**src/rtl/pipe_ctrl_pkg.sv**
```systemverilog
// Shared definitions for the pipeline stall/flush sequencer and its hazard helper.
// Holds the FSM state encoding and the architectural zero register index.
package pipe_ctrl_pkg;

    typedef enum logic [1:0] {
        ST_IDLE     = 2'd0,
        ST_MEM_WAIT = 2'd1,
        ST_ERROR    = 2'd2
    } state_t;

    localparam logic [4:0] REG_X0 = 5'd0;

endpackage

```
**src/rtl/hazard_detect.sv**
```systemverilog
// Combinational load-use hazard compare between the load in EX and the operands in ID.
// Kept separate so the forwarding unit can reuse the same compare.
module hazard_detect
    import pipe_ctrl_pkg::*;
(
    input  logic       idex_memread_i,
    input  logic [4:0] idex_rd_i,
    input  logic [4:0] ifid_rs1_i,
    input  logic [4:0] ifid_rs2_i,
    output logic       load_use_o
);

    // x0 is hardwired to zero, so a load targeting it never creates a dependency.
    assign load_use_o = idex_memread_i
                      && (idex_rd_i != REG_X0)
                      && ((idex_rd_i == ifid_rs1_i) || (idex_rd_i == ifid_rs2_i));

endmodule

```
**src/rtl/pipeline_ctrl.sv**
```systemverilog
// Stall/flush sequencer for the 5-stage pipeline: load-use stalls, branch flushes,
// whole-pipeline freeze during outstanding data-memory accesses, timeout and stall counting.
module pipeline_ctrl
    import pipe_ctrl_pkg::*;
#(
    parameter int MEM_TIMEOUT = 255,
    parameter int TO_W        = 8,
    parameter int STALL_CNT_W = 16
) (
    input  logic                   clk_i,
    input  logic                   rst_i,
    input  logic                   idex_memread_i,
    input  logic [4:0]             idex_rd_i,
    input  logic [4:0]             ifid_rs1_i,
    input  logic [4:0]             ifid_rs2_i,
    input  logic                   branch_taken_i,
    input  logic                   dmem_req_i,
    input  logic                   dmem_ack_i,
    output logic                   pc_we_o,
    output logic                   ifid_we_o,
    output logic                   ifid_flush_o,
    output logic                   idex_we_o,
    output logic                   idex_flush_o,
    output logic                   exmem_we_o,
    output logic                   memwb_we_o,
    output logic                   timeout_o,
    output logic [STALL_CNT_W-1:0] stall_cnt_o
);

    state_t                 state_reg;
    logic [TO_W-1:0]        to_cnt_reg;
    logic [STALL_CNT_W-1:0] stall_cnt_reg;
    logic                   freeze;
    logic                   load_use;

    hazard_detect u_hazard_detect (
        .idex_memread_i (idex_memread_i),
        .idex_rd_i      (idex_rd_i),
        .ifid_rs1_i     (ifid_rs1_i),
        .ifid_rs2_i     (ifid_rs2_i),
        .load_use_o     (load_use)
    );

    // A same-cycle ack is a cache hit, so it never freezes the pipe.
    assign freeze = ((state_reg == ST_MEM_WAIT) && !dmem_ack_i)
                  || ((state_reg == ST_IDLE) && dmem_req_i && !dmem_ack_i)
                  || (state_reg == ST_ERROR);

    always_comb begin
        pc_we_o      = 1'b0;
        ifid_we_o    = 1'b0;
        ifid_flush_o = 1'b0;
        idex_we_o    = 1'b0;
        idex_flush_o = 1'b0;
        exmem_we_o   = 1'b0;
        memwb_we_o   = 1'b0;
        if (!rst_i && !freeze) begin
            idex_we_o  = 1'b1;
            exmem_we_o = 1'b1;
            memwb_we_o = 1'b1;
            if (load_use) begin
                // Hold PC and IF/ID, insert a bubble; ID re-evaluates any branch next cycle.
                idex_flush_o = 1'b1;
            end else begin
                pc_we_o      = 1'b1;
                ifid_we_o    = 1'b1;
                ifid_flush_o = branch_taken_i;
            end
        end
    end

    assign timeout_o   = !rst_i && (state_reg == ST_ERROR);
    assign stall_cnt_o = rst_i ? '0 : stall_cnt_reg;

    always_ff @(posedge clk_i) begin
        if (rst_i) begin
            state_reg     <= ST_IDLE;
            to_cnt_reg    <= '0;
            stall_cnt_reg <= '0;
        end else begin
            if (!pc_we_o && (stall_cnt_reg != '1)) begin
                stall_cnt_reg <= stall_cnt_reg + 1'b1;
            end
            unique case (state_reg)
                ST_IDLE: begin
                    if (dmem_req_i && !dmem_ack_i) begin
                        state_reg  <= ST_MEM_WAIT;
                        to_cnt_reg <= TO_W'(1);
                    end
                end
                ST_MEM_WAIT: begin
                    if (dmem_ack_i) begin
                        state_reg  <= ST_IDLE;
                        to_cnt_reg <= '0;
                    end else if (to_cnt_reg == TO_W'(MEM_TIMEOUT)) begin
                        state_reg <= ST_ERROR;
                    end else begin
                        to_cnt_reg <= to_cnt_reg + 1'b1;
                    end
                end
                ST_ERROR: begin
                    state_reg <= ST_ERROR;
                end
                default: begin
                    state_reg  <= ST_IDLE;
                    to_cnt_reg <= '0;
                end
            endcase
        end
    end

endmodule

```
**config.mk**
```make
export PLATFORM = sky130hd
export DESIGN_NAME = pipeline_ctrl
export DESIGN_NICKNAME = d
export VERILOG_FILES = /design/src/rtl/pipe_ctrl_pkg.sv /design/src/rtl/hazard_detect.sv /design/src/rtl/pipeline_ctrl.sv
export SDC_FILE = /design/constraint.sdc
export NUM_CORES = 1
export LEC_CHECK = 0
export ABC_AREA = 1
export CAP_MARGIN = 40
export CORE_ASPECT_RATIO = 2
export CORE_MARGIN = 2
export CORE_UTILIZATION = 49
export DETAILED_ROUTE_END_ITERATION = 8
export GPL_TIMING_DRIVEN = 1
export PLACE_DENSITY_LB_ADDON = 0.2
export SYNTH_ARGS = -nofsm -noshare
export SYNTH_HDL_FRONTEND = slang
export SYNTH_HIERARCHICAL = 1
export SYNTH_SLANG_ARGS = --single-unit
```
**constraint.sdc**
```tcl
create_clock -name clk_i -period 3.8 [get_ports clk_i]
set_clock_uncertainty 0.15 [all_clocks]
set_input_delay 1.14 -clock clk_i [delete_from_list [all_inputs] [get_ports clk_i]]
set_output_delay 1.14 -clock clk_i [all_outputs]
set_load 0.01 [all_outputs]
```
# Yosys cells after proc, flatten, opt, wreduce, memory -nomap -nowiden

Index checks and enable logic that the tools add are counted.

Register bits: 26
Logic and storage cells: 51

Add/subtract/negate cells: 2
Equality and inequality tests: 9
Bitwise operators: 1
Mux-type cells: 16
Reduce and logical (&&, ||, !) cells: 20

Operators by type and width:

| operator                                              | number |
|---|---|
| two-way mux 8 bit                                     | 3 |
| one-hot mux 8 bit (3 select lines)                    | 1 |
| adder 16 x 1 -> 16 bit, second input constant         | 1 |
| two-way mux 16 bit                                    | 1 |
| inequality test 16 bit, second input constant         | 1 |
| equality test 5 bit                                   | 2 |
| logical AND 1 bit                                     | 9 |
| adder 8 x 1 -> 8 bit, second input constant           | 1 |
| equality test 8 bit, second input constant            | 1 |
| two-way mux 1 bit                                     | 7 |
| two-way mux 2 bit                                     | 3 |
| one-hot mux 2 bit (3 select lines)                    | 1 |
| nonzero test 5 bit                                    | 1 |
| logical NOT 1 bit                                     | 4 |
| logical OR 1 bit                                      | 3 |
| inequality test 3 x 2 -> 1 bit, second input constant | 1 |
| inequality test 3 bit, second input constant          | 1 |
| AND reduction 3 bit                                   | 1 |
| equality test 2 x 1 -> 1 bit, second input constant   | 1 |
| equality test 2 bit, second input constant            | 1 |
| logical NOT 2 bit                                     | 1 |
| inequality test 2 x 1 -> 1 bit, second input constant | 1 |
| AND reduction 2 bit                                   | 1 |
| NOT 1 bit                                             | 1 |

# Depth between registers and ports, before layout

Depth in word-level cells: 10
Gate-level depth with buffers: 12
Gate-level depth less buffers: 12

# Modules after synthesis

The synthesis kept the hierarchy.

Modules (own cells, without submodules):

| module        | cells an instance | times used | area each (µm²) | sequential area each (µm²) |
|---|---|---|---|---|
| pipeline_ctrl | 284               | 1          | 1,762.9         | 520.5 |
| hazard_detect | 45                | 1          | 195.2           | 0.0 |

# Worst setup path before layout

OpenSTA, ideal clock, no wires.

Path type: in2out
Start: input port idex_rd_i[1]
End: output port pc_we_o
Buffers on the path: 1
Data required time: 2,510 ps
Arrival: 1,965 ps
Setup slack: 545 ps
Stages: 6
Cells stage by stage: inv_1 nand4_1 o21ai_0 a21oi_2 nor2_1 buf_4

Word-level cells in the longest chain between the ends: 5
Elaborated cells on any way between the ends: 8
Those cells by class: 2 x eq/ne; 2 x mux; 4 x reduce/logical

RTL lines:

| item                                                      | line                                     | text |
|---|---|---|
| start, declared                                           | pipeline_ctrl.sv:13                      | `input logic [4:0] idex_rd_i,` |
| equality test 5 bit or nonzero test 5 bit (tied branches) | hazard_detect.sv:16, hazard_detect.sv:15 |  |
| logical OR 1 bit or logical AND 1 bit (tied branches)     | hazard_detect.sv:16, hazard_detect.sv:15 |  |
| logical AND 1 bit *                                       | hazard_detect.sv:16                      | `&& ((idex_rd_i == ifid_rs1_i) \|\| (idex_rd_i == ifid_rs2_i));` |
| net load_use                                              | pipeline_ctrl.sv:34                      | `logic load_use;` |
| two-way mux 1 bit * (2 in a row)                          | --                                       |  |
| end, declared                                             | pipeline_ctrl.sv:19                      | `output logic pc_we_o,` |

The timed path passes the listed nets; every way through them passes the cells marked *.

# Worst setup path in the final report

Start: input port dmem_ack_i
End: output port exmem_we_o

Word-level cells in the longest chain between the ends: 7
Elaborated cells on any way between the ends: 8
Those cells by class: 1 x mux; 7 x reduce/logical

RTL lines:

| item                                        | line                                     | text |
|---|---|---|
| start, declared                             | pipeline_ctrl.sv:18                      | `input logic dmem_ack_i,` |
| logical NOT 1 bit *                         | pipeline_ctrl.sv:45, pipeline_ctrl.sv:46 |  |
| logical AND 1 bit, on equally long branches | pipeline_ctrl.sv:45, pipeline_ctrl.sv:46 |  |
| logical OR 1 bit *                          | pipeline_ctrl.sv:46                      | `\|\| ((state_reg == ST_IDLE) && dmem_req_i && !dmem_ack_i)` |
| logical OR 1 bit *                          | pipeline_ctrl.sv:47                      | `\|\| (state_reg == ST_ERROR);` |
| logical NOT 1 bit *                         | pipeline_ctrl.sv:57                      | `if (!rst_i && !freeze) begin` |
| logical AND 1 bit *                         | pipeline_ctrl.sv:57                      |  |
| two-way mux 1 bit *                         | pipeline_ctrl.sv:57                      |  |
| end, declared                               | pipeline_ctrl.sv:24                      | `output logic exmem_we_o,` |

Mark *: on every way between the ends. The rest lies on a longest branch, timed or not.

==> results.yml <==
run_status:
  status: "completed"
clock_tree:
  cts.sinks: 26
  root_buffer: "clkbuf_8"
  insertion_delay_ns: 0.27
  tritoncts: "built"
  clk_path_buf_depth: 2
  clk_pin_slew_ns: 0.10
  holdBufCountCts: 0
  h-tree-depth: 1
  numCtsBuffers: 3
job:
  maxCapViolations: 0
yosys:
  synth.mux.area_fraction_pct: 0
  synth_fp_nets: 352
  synth_xor_area_share_pct: 3.131
  ys_async_sr_fraction_pct: 0
  synth_top_area_share_pct: 26.58
  synth-seq-cells: 26
  synth_compound_area_share_pct: 9.457
  syn_inst: 329
  synth_flop_cell: "dfxtp_1"
  ys_top_cells_by_area: "dfxtp_1, nand2_1, nor2_1"
  synthSimpleGateAreaFrac_pct: 44.54
  syn_area_per_cell_um2: 5.952
  yosysMostFrequentCell: "nand2_1"
  yosysWarnings: 6
  synth_top_family_by_area: "simple AND/OR/NAND/NOR gates"
  synth_top_area_cell: "dfxtp_1"
  synthAdderAreaFrac_pct: 1.278
  synth_common_cells: "nand2_1, nor2_1, inv_1, nand3_1, dfxtp_1"
  synth.lib_cells_used.distinct: 29
  synth_edf_count: 0
  synth-seq-area-share_pct: 26.58
  synth_area_mm2: 0.001958
routing:
  dr_total_vias: 2144
  avgViaCountPerCell: 5.021
  wirelength_um: 5010
  first_iter_violations: 23
  ant_nets: 0
  drc: 0
  wl_per_cell_um: 11.73
  drtPass1Iterations: 4
floorplan:
  start_util_pct: 50.94
  die_h_um: 93.40
  rows: 32
  io_pins: 45
  core_mm2: 0.003844
  dieArea_mm2: 0.004549
  die_w_um: 48.70
pwr:
  finalPower_mw: 0.5975
  power.leakage_nw: 1.188
  ir_drop_v: 0.0002304
  power_density_mw_per_mm2: 236.3
timing:
  timing.final.ws_setup_ns: 0.05169
  fin_crit_ns: 3.748
  rsz0062_at_grt: "yes"
  worstMarginPinSlew_ns: 0.6048
  fmax_ghz: 0.2668
  slew_headroom_pct: 59.33
  whs_ns: 0.3220
  finalSetupViolCount: 0
  hold_viol_final: 0
  drv_slew: 0
  fin_crit_sh_pct: 98.64
worst_setup_path:
  cp_num_cells: 7
  arrival_ns: 2.46
  r2r_start: "to_cnt_reg[1]$_SDFFE_PP0P_"
  crit_path_top_delay_cell: "clkdlybuf4s50_1"
  critPathMaxFanout: 3
  ff2ff_path_depth: 6
  crit_chain: "clkdlybuf4s50_1 -> inv_1 -> nand3_1 -> nand3_1 -> buf_4 -> inv_1 -> dlygate4sd2_1"
  critPathMaxStageDelay_ns: 0.51
  endpoint_kind: "primary output"
  crit_start: "dmem_ack_i"
  crit_family: "buffers and inverters"
  critPathRequiredTime_ns: 2.51
  path_buf_inv: 5
  worst_setup_path_start_kind: "input pin"
  worstSetupPathType: "in -> out"
cells_and_area:
  areaGrowthSynthToFinish_pct: 29.14
  postLayoutCellArea_mm2: 0.002529
  nets: 400
  antenna_cells: 0
  nFillCells: 402
  largest_register_ffs: 16
  drive_above_1_share_pct: 12.77
placement:
  portBuffers: 44
  dp_hpwl_um: 3843
  place.gp.congestion: 0.8433
  dpl-instance-area_mm2: 0.002440
  post-place-ws_ns: -0.4201
global_routing:
  gr-total-overflow: 0
  antenna_found_initial: 0
  track_usage_pct: 22.70
  grt_pass1_wl_um: 8238
  grt_start_max_net_pins: 19
  first_global_vias: 2003
min_path:
  hp-class: "reg -> reg"
  hp-start: "to_cnt_reg[3]$_SDFFE_PP0P_"
  holdPathStages: 1
## power by group
part           leakage, nW  internal, mW  switching [mW]
registers            0.210         0.279         0.00689
clock network       0.0288        0.0926          0.0885
logic                0.949        0.0588          0.0722
total                 1.19         0.430           0.168
## placed cells by master, fill, tap and decap left out, types with 2 or more instances in the layout
cell type,n
nand2_1,85
nor2_1,53
inv_1,50
nand3_1,29
clkdlybuf4s50_1,26
dfxtp_1,26
nand4_1,11
dlygate4sd2_1,11
a21oi_1,10
o21ai_0,9
buf_4,8
nor2_2,6
a21oi_2,6
nand2_2,5
inv_2,5
xor2_1,5
clkbuf_8,4
buf_2,4
o21ai_1,3
dlymetal6s2s_1,3
nor2_4,2
nand2_4,2
or2_2,2
ha_1,2
xnor2_1,2
## cells by family (layout without fill, tap and decap cells)
group,Yosys count,in the layout
adder cells (fa/ha/maj),2,2
XOR/XNOR,7,7
flip-flops,26,26
buffers and inverters,67,114
AO/OA/AOI/OAI,31,31
AND/OR/NAND/NOR,196,196
## final timing paths
| kind | endpoint | slack (ns) |
|---|---|---|
| setup / recovery | exmem_we_o | 0.05 |
| hold / removal | to_cnt_reg[3]$_SDFFE_PP0P_ | 0.32 |
| hold reg to reg | to_cnt_reg[3]$_SDFFE_PP0P_ | 0.32 |
| setup reg to reg | to_cnt_reg[1]$_SDFFE_PP0P_ | 1.97 |
## final cells by class
cell class	instances	area, um^2	share of cell area (%)
multi-input combinational	236	1151	45.52
timing repair buffer	54	526.8	20.83
sequential	26	520.5	20.58
inverter	56	211.5	8.362
tap	51	63.81	2.523
clock buffer	4	55.05	2.177
## stage by stage
stage,TNS [ns],util (%),std cells
6_report,0,65.79,427
5_1_grt,-0.07370,65.79,427
4_1_cts,-0.02888,66.02,427
3_5_place_dp,-3.616,63.48,421
3_3_place_gp,-3.413,63.48,421
2_1_floorplan,0,-,329
## routing by layer
metal / track usage, % / part of all wire (%)
met2: 49.20 / 59
met5: 0 / 0
met3: 1.597 / 1.9
met4: 7.857 / 1.9
met1: 20.72 / 37
## what timing repair did
item | 4_1_cts | 5_1_grt
gates resized for setup | 31 | 7
endpoints found under the setup margin | 24 | 7
cloned | 1 | 0
setup buffers | 1 | 0
pin swaps | 2 | 5
hold endpoints to repair | 0 | 0
No activity file was read; power rests on OpenSTA's default activity.
